File: src/rtl/sync_fifo_mem.sv
// Storage array for sync_fifo: DEPTH x WIDTH registers, one synchronous write
// port and one asynchronous (combinational) read port. Contents are not reset.
// Ports:
//   clk       rising-edge clock
//   wr_en     write strobe; wr_data lands in mem[wr_addr] at the edge
//   wr_addr   write address, 0..DEPTH-1
//   wr_data   write payload
//   rd_addr   read address, 0..DEPTH-1
//   rd_data_c combinational read of mem[rd_addr]
module sync_fifo_mem #(
  parameter int unsigned WIDTH = 8,
  parameter int unsigned DEPTH = 4,
  localparam int unsigned AW   = $clog2(DEPTH)
) (
  input  logic             clk,
  input  logic             wr_en,
  input  logic [AW-1:0]    wr_addr,
  input  logic [WIDTH-1:0] wr_data,
  input  logic [AW-1:0]    rd_addr,
  output logic [WIDTH-1:0] rd_data_c
);

  logic [WIDTH-1:0] mem [DEPTH];

  // Write port; storage deliberately has no reset.
  always_ff @(posedge clk) begin
    if (wr_en) begin
      mem[wr_addr] <= wr_data;
    end
  end

  // Asynchronous read of the addressed entry.
  assign rd_data_c = mem[rd_addr];

endmodule

File: src/rtl/sync_fifo.sv
// Parametrised valid/ready FIFO with occupancy count, almost-full flag and a
// synchronous flush. One push and one pop per cycle; no fall-through.
// Ports:
//   clk, rst_n   clock and asynchronous active-low reset
//   flush        synchronous clear; discards any same-cycle push/pop
//   in_valid     producer has data
//   in_data      producer payload
//   in_ready     FIFO can accept (not full)
//   out_valid    head entry valid (not empty)
//   out_data     head entry payload
//   out_ready    consumer accepts head
//   count        stored entries, 0..DEPTH
//   almost_full  count >= AF_LEVEL
module sync_fifo #(
  parameter int unsigned WIDTH    = 8,
  parameter int unsigned DEPTH    = 4,
  parameter int unsigned AF_LEVEL = DEPTH - 1,
  localparam int unsigned CW      = $clog2(DEPTH + 1)
) (
  input  logic             clk,
  input  logic             rst_n,
  input  logic             flush,
  input  logic             in_valid,
  input  logic [WIDTH-1:0] in_data,
  output logic             in_ready,
  output logic             out_valid,
  output logic [WIDTH-1:0] out_data,
  input  logic             out_ready,
  output logic [CW-1:0]    count,
  output logic             almost_full
);

  localparam int unsigned AW = $clog2(DEPTH);
  localparam logic [AW-1:0] PTR_LAST = AW'(DEPTH - 1);
  localparam logic [CW-1:0] CNT_FULL = CW'(DEPTH);
  localparam logic [CW-1:0] CNT_AF   = CW'(AF_LEVEL);

  logic [AW-1:0] wr_ptr_q, wr_ptr_d;
  logic [AW-1:0] rd_ptr_q, rd_ptr_d;
  logic [CW-1:0] count_d;
  logic          push_c, pop_c;

  // Handshakes use only registered flags, so no combinational in->out paths.
  assign push_c = in_valid & in_ready;
  assign pop_c  = out_valid & out_ready;

  // Next-state: flush wins; pointers wrap by explicit compare for any DEPTH.
  always_comb begin
    wr_ptr_d = wr_ptr_q;
    rd_ptr_d = rd_ptr_q;
    count_d  = count;
    if (flush) begin
      wr_ptr_d = '0;
      rd_ptr_d = '0;
      count_d  = '0;
    end else begin
      if (push_c) begin
        wr_ptr_d = (wr_ptr_q == PTR_LAST) ? '0 : wr_ptr_q + AW'(1);
      end
      if (pop_c) begin
        rd_ptr_d = (rd_ptr_q == PTR_LAST) ? '0 : rd_ptr_q + AW'(1);
      end
      if (push_c && !pop_c) begin
        count_d = count + CW'(1);
      end else if (pop_c && !push_c) begin
        count_d = count - CW'(1);
      end
    end
  end

  // State and flags; flags are pre-decoded from the next count.
  always_ff @(posedge clk or negedge rst_n) begin
    if (!rst_n) begin
      wr_ptr_q    <= '0;
      rd_ptr_q    <= '0;
      count       <= '0;
      in_ready    <= 1'b1;
      out_valid   <= 1'b0;
      almost_full <= 1'b0;
    end else begin
      wr_ptr_q    <= wr_ptr_d;
      rd_ptr_q    <= rd_ptr_d;
      count       <= count_d;
      in_ready    <= (count_d != CNT_FULL);
      out_valid   <= (count_d != '0);
      almost_full <= (count_d >= CNT_AF);
    end
  end

  sync_fifo_mem #(
    .WIDTH (WIDTH),
    .DEPTH (DEPTH)
  ) u_mem (
    .clk       (clk),
    .wr_en     (push_c & ~flush),
    .wr_addr   (wr_ptr_q),
    .wr_data   (in_data),
    .rd_addr   (rd_ptr_q),
    .rd_data_c (out_data)
  );

endmodule

File: config.mk
export PLATFORM = sky130hd
export DESIGN_NAME = sync_fifo
export DESIGN_NICKNAME = d
export VERILOG_FILES = /design/src/rtl/sync_fifo_mem.sv /design/src/rtl/sync_fifo.sv
export SDC_FILE = /design/constraint.sdc
export NUM_CORES = 1
export LEC_CHECK = 0
export CORE_MARGIN = 2
export CORE_UTILIZATION = 25
export DETAILED_ROUTE_END_ITERATION = 10
export DONT_BUFFER_PORTS = 1
export GPL_ROUTABILITY_DRIVEN = 1
export GPL_TIMING_DRIVEN = 0
export PLACE_DENSITY_LB_ADDON = 0.08
export SYNTH_ARGS = -nofsm -noshare
export SYNTH_HDL_FRONTEND = slang
export SYNTH_SLANG_ARGS = --single-unit
File: constraint.sdc
create_clock -name clk -period 1.7 [get_ports clk]
set_clock_uncertainty 0.05 [all_clocks]
set_input_delay 0.255 -clock clk [delete_from_list [all_inputs] [get_ports clk]]
set_output_delay 0.255 -clock clk [all_outputs]
set_load 0.005 [all_outputs]
## Word level (Yosys, flattened, before mapping)

Memory sizes are Yosys's and may differ from the RTL's.
Cells that the tools add are included.

| word-level totals | value |
|---|---|
| logic and storage cells | 37 |
| flip-flop bits (word level) | 10 |
| bits of input ports | 13 |
| bits in writable memories | 32 |
| memories kept | 1 |
| output and inout bits | 14 |

| operators by class | value |
|---|---|
| reductions and logical operators | 7 |
| $lt $le $gt $ge | 1 |
| equal/unequal tests | 3 |
| add/sub/neg operators | 4 |
| bitwise gates (word level) | 4 |
| multiplexer cells | 11 |

Memories:

| name | words | width | rd ports | clocked after Yosys merged registers in | write ports | RTL line | RTL |
|---|---|---|---|---|---|---|---|
| u_mem.mem | 4 | 8 | 1 | 0 | 1 | sync_fifo_mem.sv:23 | `logic [WIDTH-1:0] mem [DEPTH];` |

Operators by type and width:

| operator | number |
|---|---|
| 2-bit 2-to-1 mux | 6 |
| 3-bit 2-to-1 mux | 3 |
| 2-bit by 1-bit adder with 2-bit output (second input constant) | 2 |
| 2-bit equality test (second input constant) | 2 |
| 2-bit nonzero test | 2 |
| 3-bit by 1-bit adder with 3-bit output (second input constant) | 1 |
| 1-bit bitwise AND | 3 |
| 3-bit by 2-bit >= comparator with 1-bit output (second input constant) | 1 |
| 3-bit != test (second input constant) | 1 |
| 3-bit nonzero test | 1 |
| 3-bit by 1-bit subtractor with 3-bit output (second input constant) | 1 |
| 1-bit logical AND | 2 |
| 1-bit zero test | 2 |
| 1-bit 2-to-1 mux | 2 |
| 1-bit NOT | 1 |

## Logic depth before layout (Yosys ltp)

| depth | value |
|---|---|
| depth after elaboration | 7 |
| depth in mapped cells | 6 |
| mapped depth without buffers | 6 |

## Hierarchy

Synthesis repeated with hierarchy kept, for this count alone.

| unflattened totals | value |
|---|---|
| cell total of the unflattened synthesis | 106 |
| area total of the unflattened synthesis | 1765.4 sq um |

Modules (own cells, without submodules):

| module | cells an instance | area each (sq um) | instances | sequential area each (sq um) |
|---|---|---|---|---|
| sync_fifo_mem | 46 | 1188.6 | 1 | 960.9 |
| sync_fifo | 60 | 576.8 | 1 | 251.5 |

## Worst setup path before layout

Ideal clock, no wire load.

| timing path | value |
|---|---|
| kind | flip-flop to flip-flop |
| start point | reg count[0] |
| end point | reg out_valid |
| stages on the path, launching flop included | 6 |
| data required time | 1.514 ns |
| path buffers | 0 |
| setup slack | 0.024 ns |
| period minus slack after synthesis | 1.676 ns |
| data arrival time | 1.490 ns |
| setup time | 0.136 ns |
| cells stage by stage | dfrtp_1 inv_1 ha_1 or4_1 o211ai_1 a21oi_1 |

| between the ends | value |
|---|---|
| cells in the longest elaborated chain, start to end | 5 |
| elaborated cells on any way between the ends | 6 |
| those cells by class | add/sub (2); mux (3); reduce/logical (1) |

RTL lines:

| element | RTL line | RTL |
|---|---|---|
| start: declaration | sync_fifo.sv:29 | `output logic [CW-1:0] count,` |
| start signal: assignment | sync_fifo.sv:83 | `count <= count_d;` |
| 3-bit by 1-bit subtractor with 3-bit output | sync_fifo.sv:66 | `count_d = count - CW'(1);` |
| 3-bit 2-to-1 mux | sync_fifo.sv:65 | `end else if (pop_c && !push_c) begin` |
| 3-bit 2-to-1 mux (*) | sync_fifo.sv:63 | `if (push_c && !pop_c) begin` |
| 3-bit 2-to-1 mux (*) | sync_fifo.sv:52 | `if (flush) begin` |
| 3-bit nonzero test (*) | sync_fifo.sv:85 | `out_valid <= (count_d != '0);` |
| end signal: assignment | sync_fifo.sv:85 |  |
| end: declaration | sync_fifo.sv:26 | `output logic out_valid,` |

Mark *: on every way between the ends. The rest lies on a longest branch, timed or not.
A chain may end at the register's enable or synchronous reset.

## Worst setup path in the final report

| timing path | value |
|---|---|
| start point | reg rd_ptr_q[0] |
| end point | out out_data[3] |

| between the ends | value |
|---|---|
| cells in the longest elaborated chain, start to end | 1 |

RTL lines:

| element | RTL line | RTL |
|---|---|---|
| start: declaration | sync_fifo.sv:39 | `logic [AW-1:0] rd_ptr_q, rd_ptr_d;` |
| start signal: assignment | sync_fifo.sv:82 | `rd_ptr_q <= rd_ptr_d;` |
| memory read 4 x 8 bit | - |  |
| end: declaration | sync_fifo.sv:27 | `output logic [WIDTH-1:0] out_data,` |

Every way passes these cells.

==> out/metrics.csv <==
stage;metric;value;unit
synthesis;yosys_warnings;0;
timing;period_needed;1.690;ns
floorplanning;fp-row-count;30;
power_and_ir_drop;comb_power_share;0.203;
timing;post-route-period-util;0.9940;
routing;avgRoutedWirePerCell;15.26;um
timing;final_max_slew_viol_count;0;
global_route;grt_overflow;0;
clocking;cts_root_buf;clkbuf_8;
timing;worst_pin_slew;0.5419;ns
setup_path;worst_setup_path_start_kind;flop;
setup_path;cp.required;1.39;ns
timing;setup_slack;0.01021;ns
synthesis;yosysTopAreaCell;edfxtp_1;
routing;drtIter0Drc;72;
global_route;grt_usage;0.09540;
power_and_ir_drop;power_frac_seq;0.520;
synthesis;ys_types;29;
setup_path;setup.worst_path.class;reg -> out;
routing;drtPass1Iterations;4;
power_and_ir_drop;peakVddDrop;0.3167;mV
global_route;antenna_found_initial;0;
floorplanning;die_h;88.87;um
synthesis;ys.flop_type;edfxtp_1;
setup_path;end_kind;primary output;
routing;drc_errors;0;
finish;nFillCells;680;
finish;n_antenna_cell;0;
timing;finalHoldViolations;0;
synthesis;yosysSeqAreaShare;0.6734;
placement;dp_slack;-0.1140;ns
finish;multi_input_area;588.1;um^2
synthesis;avgSynthCellArea;16.08;um^2
power_and_ir_drop;clkPwrFrac;0.276;
timing;grt_setup_unrepaired;yes;
global_route;grt_max_degree;16;
global_route;first_global_vias;1025;
timing;max_freq;0.5918;GHz
setup_path;cp_max_fo;4;
outcome;run_status;finished clean;
finish;register_area;1215;um^2
floorplanning;start_util;0.2621;
power_and_ir_drop;internal_power;1.738;mW
routing;final_antenna_net_count;0;
finish;drive_gt1_frac;0.3233;
timing;relSlewSlack;0.6387;
finish;areaGrowthSynthToFinish;23.07;%
power_and_ir_drop;p_leak;0.7717;nW
placement;dpl.hpwl;2.259;mm
synthesis;async_flop_share;0.2381;
routing;drt_wl_total;3.494;mm
timing;fin_setup_tns;0;ns
placement;routabilityCongestion;0.7554;
setup_path;worstPathArrival;1.38;ns
routing;vias;966;
floorplanning;die_area;7897;um^2
clocking;cts_tree;yes;
synthesis;synth_top_area_share;0.5337;
floorplanning;ios;27;
clocking;clkLatencyLatePin;0.29;ns
min_path;min_path_type;in -> reg;
synthesis;synth.most_common_cell;edfxtp_1;
clocking;cts_sinks;42;
synthesis;netlist_instances;112;
clocking;numCtsBuffers;5;
clocking;cts_buffer_depth;2;
placement;portBuffers;0;
synthesis;ys_seq_elements;42;
clocking;ctsHtreeMaxLevel;2;
power_and_ir_drop;swShare;0.2797;
job;drv_cap;0;
routing;viasPerCell;4.218;
power_and_ir_drop;switching_power;0.6748;mW
timing;setup_violations;0;
synthesis;syn_area;1800;um^2
floorplanning;core;6869;um^2
global_route;grt_first_pass_wirelength;5.188;mm
power_and_ir_drop;power.density;1089;nW/um^2
synthesis;syn-num-nets;132;
synthesis;synth_area_leaders;edfxtp_1 (53%), dfrtp_1 (13%), mux4_2 (10%), ha_1 (4.9%), and2_1 (2.1%);
synthesis;synth-edff-count;32;
finish;fin_nets;152;
clocking;cts.reportedPaths.clkPinSlew;0.09;ns
synthesis;synth_common_cells;edfxtp_1 (32), dfrtp_1 (9), mux4_2 (8);
floorplanning;die_w;88.87;um
==> cells in the final DEF, fill, tap and decap left out, types with 2 or more instances in the layout <==
master / n
and2_1: 2
inv_1: 3
mux4_2: 8
a21oi_2: 2
clkbuf_8: 5
dlygate4sd3_1: 9
edfxtp_1: 32
dfrtp_2: 2
a21oi_1: 5
dfrtp_1: 7
ha_1: 6
buf_4: 3
mux2i_1: 2
and2_2: 4
nand3_1: 3
nor2_1: 6
nand2_1: 6
==> state kept, by name (all words and copies together), names as in the netlist <==
signal and flops:
almost_full 1, u_mem.mem 32, count 3, out_valid 1, in_ready 1, rd_ptr_q 2
wr_ptr_q 2
==> critical path, cell delays in order (launching register included) <==
cell       delay (ns)
dfrtp_2          0.43
clkbuf_16        0.16
mux4_2           0.50
==> final cells by class <==
class / instances / share of cell area
multi-input cells: 61 / 0.2654
flip-flops and latches: 42 / 0.5483
plain buffers: 4 / 0.01807
repair buffers: 13 / 0.06211
clock buffers: 5 / 0.03106
inverters: 5 / 0.009599
clock inverters: 3 / 0.01129
well taps: 96 / 0.05421
==> power groups by stage <==
stage	clock [mW]	sequential [mW]	combinational [mW]
finish	0.666	1.26	0.491
global route	0.747	1.27	0.549
CTS	0.696	1.25	0.444
detailed placement	0	1.27	0.370
global placement	0	1.26	0.368
floorplan	0	1.25	0.301
==> final timing paths <==
check,slack (ns),depth (start not counted),end,start
max,0.01,2,out_data[3],rd_ptr_q[0]
min,0.18,3,wr_ptr_q[1],in_valid
max reg2reg,0.05,5,out_valid,count[0]
min reg2reg,0.54,2,wr_ptr_q[1],wr_ptr_q[1]
max in group asynchronous,0.94,1,rd_ptr_q[0],rst_n
min in group asynchronous,0.30,1,count[1],rst_n
==> per-layer routing <==
metal / part of all wire / GRT usage / vias to the layer above
li1: - / - / 457
met5: 0 / 0 / -
met2: 0.52 / 0.1682 / 21
met4: 0.0089 / 0.03719 / 0
met1: 0.42 / 0.1006 / 484
met3: 0.055 / 0.04011 / 4
==> logic make-up after synthesis <==
kind of cell	Yosys count	synth area share
compound gates	13	0.04517
xor+xnor	2	0.009731
fa+ha+maj	8	0.05490
buf+inv	9	0.02363
flops	42	0.6734
mux	11	0.1174
simple gates	27	0.07575
==> timing repair <==
| action | CTS | global route |
|---|---|---|
| hold endpoints to repair | 42 | 0 |
| hold buffers | 9 | 0 |
| resized for setup | 14 | 7 |
| endpoints found under the setup margin | 43 | 22 |
| cloned | 0 | 1 |
| pin swaps | 0 | 1 |
| setup buffers | 1 | 2 |
==> per-stage QoR <==
step,util,hold slack [ns],instances,power [mW],instance area (um^2)
final,0.3226,0.1813,229,2.413,2216
after global routing,0.3226,0.1868,229,2.563,2216
after CTS,0.3131,0.1800,226,2.390,2151
after detailed placement,0.2796,-0.09026,208,1.638,1921
after global placement,0.2796,-0.09027,208,1.633,1921
after floorplan,-,-0.09059,112,1.554,1800
Note: power is estimated with default switching activity, not from simulation.
